<file path="src/rtl/seizure_detect.sv">
// Seizure detector: a registered threshold compare (feat vs. scaled baseline) feeding an
// onset/offset hysteresis FSM with a saturating onset counter.
module seizure_detect #(
    parameter int unsigned DATA_WIDTH = 16,
    parameter int unsigned BASE_WIDTH = 32,
    parameter int unsigned THR_K      = 12,
    parameter int unsigned FRAC_BITS  = 2,
    parameter int unsigned ONSET_CNT  = 4,
    parameter int unsigned OFFSET_CNT = 8
) (
    input  logic                         clk,
    input  logic                         rst,
    input  logic                         en,
    input  logic signed [DATA_WIDTH-1:0] feat,
    input  logic signed [BASE_WIDTH-1:0] base,
    output logic                         seizure,
    output logic                         onset,
    output logic                         offset,
    output logic [1:0]                   state,
    output logic [15:0]                  event_cnt
);
    localparam int unsigned CmpW   = BASE_WIDTH + 9;
    localparam int unsigned MaxCnt = (ONSET_CNT > OFFSET_CNT) ? ONSET_CNT : OFFSET_CNT;
    localparam int unsigned RunW   = $clog2(MaxCnt) + 1;

    typedef enum logic [1:0] {
        StIdle    = 2'd0,
        StOnPend  = 2'd1,
        StSeiz    = 2'd2,
        StOffPend = 2'd3
    } state_e;

    logic signed [CmpW-1:0] lhs;
    logic signed [CmpW-1:0] rhs;
    logic                   exc_q;
    logic                   v1_q;
    state_e                 st_q;
    logic [RunW-1:0]        run_q;
    logic [RunW-1:0]        run_inc;
    logic                   at_onset;
    logic                   at_offset;

    // Both sides widened before scaling so the compare is exact for any signed base.
    assign lhs = CmpW'(feat) <<< FRAC_BITS;
    assign rhs = CmpW'(base) * $signed(CmpW'(THR_K));

    assign run_inc   = run_q + RunW'(1);
    assign at_onset  = (run_inc == RunW'(ONSET_CNT));
    assign at_offset = (run_inc == RunW'(OFFSET_CNT));

    assign state   = st_q;
    assign seizure = (st_q == StSeiz) || (st_q == StOffPend);

    always_ff @(posedge clk) begin
        if (rst) begin
            exc_q <= 1'b0;
            v1_q  <= 1'b0;
        end else begin
            v1_q <= en;
            if (en) begin
                exc_q <= (lhs > rhs);
            end
        end
    end

    // run_q is always zero in StIdle and StSeiz, so pending and settled states share branches.
    always_ff @(posedge clk) begin
        if (rst) begin
            st_q      <= StIdle;
            run_q     <= '0;
            onset     <= 1'b0;
            offset    <= 1'b0;
            event_cnt <= 16'd0;
        end else begin
            onset  <= 1'b0;
            offset <= 1'b0;
            if (v1_q) begin
                unique case (st_q)
                    StIdle, StOnPend: begin
                        if (exc_q) begin
                            if (at_onset) begin
                                st_q  <= StSeiz;
                                run_q <= '0;
                                onset <= 1'b1;
                                if (event_cnt != 16'hFFFF) begin
                                    event_cnt <= event_cnt + 16'd1;
                                end
                            end else begin
                                st_q  <= StOnPend;
                                run_q <= run_inc;
                            end
                        end else begin
                            st_q  <= StIdle;
                            run_q <= '0;
                        end
                    end
                    StSeiz, StOffPend: begin
                        if (!exc_q) begin
                            if (at_offset) begin
                                st_q   <= StIdle;
                                run_q  <= '0;
                                offset <= 1'b1;
                            end else begin
                                st_q  <= StOffPend;
                                run_q <= run_inc;
                            end
                        end else begin
                            st_q  <= StSeiz;
                            run_q <= '0;
                        end
                    end
                endcase
            end
        end
    end

endmodule
</file>
<file path="config.mk">
export PLATFORM = sky130hd
export DESIGN_NAME = seizure_detect
export DESIGN_NICKNAME = d
export VERILOG_FILES = /design/src/rtl/seizure_detect.sv
export SDC_FILE = /design/constraint.sdc
export NUM_CORES = 1
export LEC_CHECK = 0
export ABC_AREA = 1
export CAP_MARGIN = 20
export CORE_UTILIZATION = 56
export DETAILED_ROUTE_END_ITERATION = 12
export PLACE_DENSITY = 0.81
export SLEW_MARGIN = 30
export SYNTH_ARGS = -nofsm -noshare
export SYNTH_HDL_FRONTEND = slang
export SYNTH_SLANG_ARGS = --single-unit
</file>
<file path="constraint.sdc">
create_clock -name clk -period 5.95 [get_ports clk]
set_input_delay 1.785 -clock clk [delete_from_list [all_inputs] [get_ports clk]]
set_output_delay 1.785 -clock clk [all_outputs]
set_load 0.01 [all_outputs]
</file>
## Yosys cells after proc, flatten, opt, wreduce, memory -nomap -nowiden

Index checks and enable logic that the tools add are counted.

- Bits in registers: 26
- Input port bits: 51
- Logic and storage cells: 40

- Add/sub/neg operators: 2
- Multiply operators: 1
- Magnitude comparators: 1
- Equal/unequal tests: 6
- Mux-type cells: 12
- Bitwise operators: 4
- Reduce and logical (&&, ||, !) cells: 7

Operators with widths:

| operator | count |
|---|---|
| $gt A18 B37 Y1 | 1 |
| $mul A32 B3 Y35 const B | 1 |
| $add A16 B1 Y16 const B | 1 |
| $mux W4 | 4 |
| $ne A16 B16 Y1 const B | 1 |
| $mux W2 | 4 |
| $pmux W4 S2 | 1 |
| $reduce_or A4 Y1 | 2 |
| $reduce_and A5 Y1 | 1 |
| $add A4 B1 Y4 const B | 1 |
| $eq A2 B2 Y1 const B | 2 |
| $eq A4 B3 Y1 const B | 1 |
| $eq A4 B4 Y1 const B | 1 |
| $not A1 Y1 | 4 |
| $pmux W2 S2 | 1 |
| $reduce_or A2 Y1 | 2 |
| $eq A2 B1 Y1 const B | 1 |
| $logic_not A2 Y1 | 1 |
| $mux W1 | 2 |
| $logic_or A1 B1 Y1 | 1 |

## Longest topological paths before layout

Gate-level depths: netlist (run 1).

- Word-level depth: 5
- Gate-level depth with buffers: 28
- Mapped depth without buffers: 28

## Least setup slack after synthesis (run 1)

No wires, ideal clock.

- Path type: input port to flip-flop
- Start point: input port base[1]
- End point: register exc_q
- Arrival: 4.640 ns
- Setup slack: 1.240 ns
- Stages: 26
- Path buffers: 0
- Path through: ha_1 ha_1 fa_1 nand3_1 nand2_1 nand3_1 nand2_1 a21oi_1 o21ai_1 nand2_1 nand2_1 nand2_1 nand2_1 ha_1 nand2_1 nor2_1 nand3_1 nor2_1 nand2_1 nor2_1 nor2_1 nand2_1 nand2_1 nand2_1 nand2_1 a21oi_1

- Word-level cells in the longest chain between the ends: 2

Ends and longest elaborated chain:

| item | RTL line | text |
|---|---|---|
| start, declared | 15 | `input logic signed [BASE_WIDTH-1:0] base,` |
| $mul A32 B3 Y35 | 45 | `assign rhs = CmpW'(base) * $signed(CmpW'(THR_K));` |
| $gt A18 B37 Y1 | 61 | `exc_q <= (lhs > rhs);` |
| end signal, assigned | 61 |  |
| end, declared | 35 | `logic exc_q;` |

No other way between the ends.
A chain may end at the register's enable or synchronous reset.

## Final worst setup path (run 1)

Same ends and word-level chain as after synthesis.

==> results of run 1 <==
==> area by class of cell <==
class | count | share of cell area
Timing Repair Buffer | 72 | 0.132
Tap cell | 102 | 0.0235
Sequential cell | 26 | 0.0959
Inverter | 101 | 0.0708
Multi-Input combinational cell | 580 | 0.670
Clock buffer | 3 | 0.00761
==> report_power, final <==
group	internal [W]	leakage [nW]	switching, W
sequential	0.000175	0.210	0.00000219
clock	0.0000455	0.0216	0.0000548
combinational	0.000198	2.34	0.000294
==> flip-flops by register name (all words and copies together) (netlist names) <==
| signal | flops |
|---|---|
| state | 2 |
| exc_q | 1 |
| event_cnt | 16 |
| onset | 1 |
| run_q | 4 |
| offset | 1 |
| v1_q | 1 |
==> worst max-delay path: cells and delay by family <==
kind                     cells  cell delay [ns]
AO/OA/AOI/OAI                3             0.55
adder cells (fa/ha/maj)      4             1.31
buffers and inverters        1             0.43
AND/OR/NAND/NOR             17             1.40
==> per-stage QoR <==
stage / power (W) / std cells / util
3_5_place_dp: 0.000668 / 881 / 0.687
6_report: 0.000770 / 884 / 0.692
5_1_grt: 0.000849 / 884 / 0.692
4_1_cts: 0.000767 / 884 / 0.692
3_3_place_gp: 0.000655 / 881 / 0.687
2_1_floorplan: 0.000528 / 712 / -
==> cells by family after synthesis <==
| group | synth area share |
|---|---|
| AO/OA/AOI/OAI | 0.149 |
| XOR/XNOR | 0.0684 |
| adder cells (fa/ha/maj) | 0.274 |
| buffers and inverters | 0.0945 |
| flip-flops | 0.113 |
| AND/OR/NAND/NOR | 0.301 |
==> placed cells by master, fill, tap and decap left out, types with 2 or more instances in the layout <==
master and instances:
nand2_2 12, o21ai_1 4, xor2_1 22, nand2_1 183, ha_1 99, nor2_1 65, clkbuf_8 3, a21oi_1 56
a21o_1 2, clkdlybuf4s50_1 71, inv_1 98, nor3_1 11, dfxtp_1 26, xnor2_1 12, a21oi_2 11, nand3_1 36
nand4_1 7, o2111ai_1 2, nor4_1 7, o21ai_0 26, o21bai_1 7, a31oi_1 4
==> metal layers <==
| metal | global-route usage | wire [microns] | vias to the layer above |
|---|---|---|---|
| met5 | 0 | 0 | - |
| met1 | 0.340 | 5200 | 2117 |
| met4 | 0.0573 | 167 | 0 |
| li1 | - | - | 2496 |
| met2 | 0.519 | 5680 | 134 |
| met3 | 0.0140 | 389 | 21 |
==> final timing paths <==
| kind | startpoint | to | slack [ns] | depth (start not counted) |
|---|---|---|---|---|
| worst max-delay path | base[1] | exc_q$_SDFFE_PP0P_ | 0.64 | 25 |
| worst min-delay path | run_q[2]$_SDFFE_PP0P_ | run_q[2]$_SDFFE_PP0P_ | 0.51 | 2 |
| worst min register to register | run_q[2]$_SDFFE_PP0P_ | run_q[2]$_SDFFE_PP0P_ | 0.51 | 2 |
| worst max register to register | event_cnt[0]$_SDFFE_PP0P_ | event_cnt[5]$_SDFFE_PP0P_ | 3.93 | 9 |
==> cell usage after synthesis, types with 2 or more instances <==
cell type	n
a21o_1	2
a21oi_1	56
a21oi_2	11
a31oi_1	4
buf_6	2
clkbuf_1	2
dfxtp_1	26
ha_1	99
inv_1	98
nand2_1	183
nand2_2	12
nand3_1	36
nand4_1	7
nor2_1	65
nor3_1	11
nor4_1	7
o2111ai_1	2
o21ai_0	26
o21ai_1	4
o21bai_1	7
xnor2_1	12
xor2_1	22
==> metrics, run 1 <==
Post-DP HPWL=9.80 mm; CP max-delay cell=clkdlybuf4s50_1; Chip Height=92.6 microns; Hold Path Class=flip-flop to flip-flop; Area Growth Syn to Fin=18.2%; # fillers=694; largest net degree at the start of global routing=21; yosys warns=0; post-place setup slack=0.337 ns; Final Instance Area=0.00543 sq mm; CTS clk-pin slew, worst paths=0.08 ns; multi-input logic area=0.00364 sq mm; residual DRC count=0; Post-CTS Setup Repair Bufs=0; Synth cell types=40; critical path class=input pin to flip-flop; top cell type by total area after synthesis=ha_1; most numerous cell on the critical path=nand2_1; PwrDens=142 mW/mm^2; Synth Instances=712; FMAX=0.188 GHz; Total Wirelength=11.4 mm; Final min period=5.31 ns; GR Util All Layers=0.274; Post-Syn Area per Cell=6.45 sq um; GRT overflow=0; DR WL/cell=12.9 microns; syn nets=863; # nets final=935; routed via count=4,768; Port Buffers=71; DR pass1 iterations=4; Tcrit/Tclk final=0.893; initial core utilization=0.585; RSZ-0062 raised after global routing=false; vias in the first global route=4,586; worst-case clock buffer depth=2; worst vdd ir=0.0658 mV; share of the yosys chip area belonging to registers=0.113; ys flop type=dfxtp_1; clk_skew=0.00620 ns; Post-Syn Area=0.00459 sq mm; crit path DAT=5.50 ns; post-layout worst setup margin=0.638 ns; hold-fix buffers at CTS=0; full die area=0.00857 sq mm; antenna-violating nets left=0; GP Congestion=0.933; actual slew at the worst max-slew pin=0.980 ns; # diodes=0; CTS Sinks=26; H-tree levels=1; post-cts sizing count=0; run status=complete, no violations; Die W=92.6 microns; Synth async-reset ratio=0; initial drt markers=168; total negative slack=0 ns; I/O pin cnt=72; Seq cells post-synth=26; Post-DP Area=0.00539 sq mm; WP data required=6.14 ns; Final setup viols=0; Worst setup SP type=input pin; Avg Vias per Cell=5.39; Hold Worst Slack=0.507 ns; CP max FO=5; layout cells sized above 1=0.0460; Max Cap Violations=0; max-slew violations=0; clk_lat worst skew=0.27 ns; Clock Tree Root=clkbuf_8; Yosys top cell area share=0.270; CTS Buf Count=3; endpoints failing hold=0; EDFF count, synth=0; leakage=2.57 nW; Crit path largest cell delay=0.43 ns; initial antenna violation count=0; relative slew slack=0.345; TritonCTS clock tree=yes; Reg area=520 sq um; ranking of synthesized cells by area=ha_1, nand2_1, dfxtp_1; cell row count=32; first-pass GRT wire length=19.7 mm; core area=0.00785 sq mm; crit path capture type=flip-flop
No activity file was read; power rests on OpenSTA's default activity.
==> run 2, diff against run 1 <==
HOLD_SLACK_MARGIN = 0.02   (was default)
==> results of run 2 <==
The final DEF is identical to that of run 1; final timing and power are the same.
==> run 3, diff against run 2 <==
clock period = 6 ns   (was 5.95 ns; I/O delays follow)
==> metrics, run 3 (synthesis results as in run 1) <==
# diodes=0; Chip Height=92.6 microns; initial core utilization=0.585; antenna-violating nets left=0; H-tree levels=1; CP max-delay cell=clkdlybuf4s50_1; Final min period=5.33 ns; hold-fix buffers at CTS=0; largest delay contributor family on the critical path=simple AND/OR/NAND/NOR gates; DR WL/cell=12.9 microns; CTS Sinks=26; largest net degree at the start of global routing=21; max-slew violations=0; Final setup viols=0; Post-DP HPWL=9.75 mm; CTS clk-pin slew, worst paths=0.08 ns; commonest non-fill, non-tap cell in the layout=nand2_1; Hold Path Class=flip-flop to flip-flop; initial drt markers=258; FMAX=0.188 GHz; core area=0.00785 sq mm; vias in the first global route=4,587; cell row count=32; Worst setup SP type=input pin; worst-case clock buffer depth=2; buffer and inverter count on the worst path=1; start point of the critical path=base[1]; Crit path largest cell delay=0.43 ns; Hold Worst Slack=0.506 ns; Tcrit/Tclk final=0.888; run status=complete, no violations; Total Wirelength=11.4 mm; DR pass1 iterations=5; multi-input logic area=0.00364 sq mm; crit path DAT=5.53 ns; hold path start=state[0]$_SDFFE_PP0P_; routed via count=4,783; Avg Vias per Cell=5.41; first-pass GRT wire length=20.1 mm; GR Util All Layers=0.279; worst vdd ir=0.0701 mV; TritonCTS clock tree=yes; initial antenna violation count=0; CP max FO=5; most frequent cells in the layout=nand2_1, ha_1, inv_1, clkdlybuf4s50_1, nor2_1; clk_skew=0.00886 ns; CTS Buf Count=3; Die W=92.6 microns; Post-CTS Setup Repair Bufs=0; Top reg by flops=event_cnt; Area Growth Syn to Fin=18.1%; layout cells sized above 1=0.0473; full die area=0.00857 sq mm; clk_lat worst skew=0.27 ns; RSZ-0062 raised after global routing=false; endpoints failing hold=0; Clock Tree Root=clkbuf_8; WP data required=6.20 ns; GRT overflow=0; Reg area=520 sq um; crit path capture type=flip-flop; most numerous cell on the critical path=nand2_1; GP Congestion=0.933; flop2flop setup slack=4.00 ns; residual DRC count=0; Critical R2R Launch=event_cnt[0]$_SDFFE_PP0P_; total negative slack=0 ns; Max Cap Violations=0; Port Buffers=71; # nets final=935; max reg flops=16; leakage=2.57 nW; # fillers=714; I/O pin cnt=72; PwrDens=141 mW/mm^2; critical path class=input pin to flip-flop; relative slew slack=0.480; post-cts sizing count=0; actual slew at the worst max-slew pin=0.777 ns
-- run 3: cell types whose count changed in the layout (fill, tap and decap cells not counted), sizes merged --
cell	change
buf	+1
clkdlybuf4s50	-1
-- run 3: area by class of cell --
cell class                      instances  share of cell area
Tap cell                              102              0.0235
Timing Repair Buffer                   72               0.131
Clock buffer                            3             0.00761
Inverter                              101              0.0708
Multi-Input combinational cell        580               0.671
Sequential cell                        26              0.0960
-- run 3: per-stage QoR --
stage | total power [W] | setup WS [ns] | std cells | utilization | area, sq um
after floorplan | 0.000524 | 1.28 | 712 | - | 4590
after global placement | 0.000650 | 0.511 | 881 | 0.687 | 5390
after detailed placement | 0.000662 | 0.379 | 881 | 0.687 | 5390
after CTS | 0.000761 | 0.642 | 884 | 0.692 | 5430
after global routing | 0.000844 | 0.301 | 884 | 0.691 | 5420
final | 0.000763 | 0.673 | 884 | 0.691 | 5420
-- run 3: metal layers --
metal  global-route usage  vias to the layer above  part of all wire
met5                    0                        -                 0
met4               0.0482                        0             0.013
met3               0.0107                       22             0.027
met2                0.525                      110              0.50
met1                0.354                     2156              0.46
li1                     -                     2495                 -
-- run 3: report_power, final --
part           internal (W)  switching [W]
clock             0.0000450      0.0000537
sequential         0.000174     0.00000222
combinational      0.000197       0.000291
-- run 3: final timing paths --
kind	to	cells past startpoint
setup reg to reg	event_cnt[5]$_SDFFE_PP0P_	9
setup / recovery	exc_q$_SDFFE_PP0P_	25
hold / removal	state[0]$_SDFFE_PP0P_	2
hold reg to reg	state[0]$_SDFFE_PP0P_	2
-- run 3: worst register-to-register path, cell delays in order (launching register included) --
cell and delay [ns]:
dfxtp_1 0.46, ha_1 0.19, inv_1 0.10, nor4_2 0.44, a21oi_2 0.13, nand2_4 0.22
inv_6 0.12, nand2_1 0.07, nand2_1 0.04, and3_1 0.13
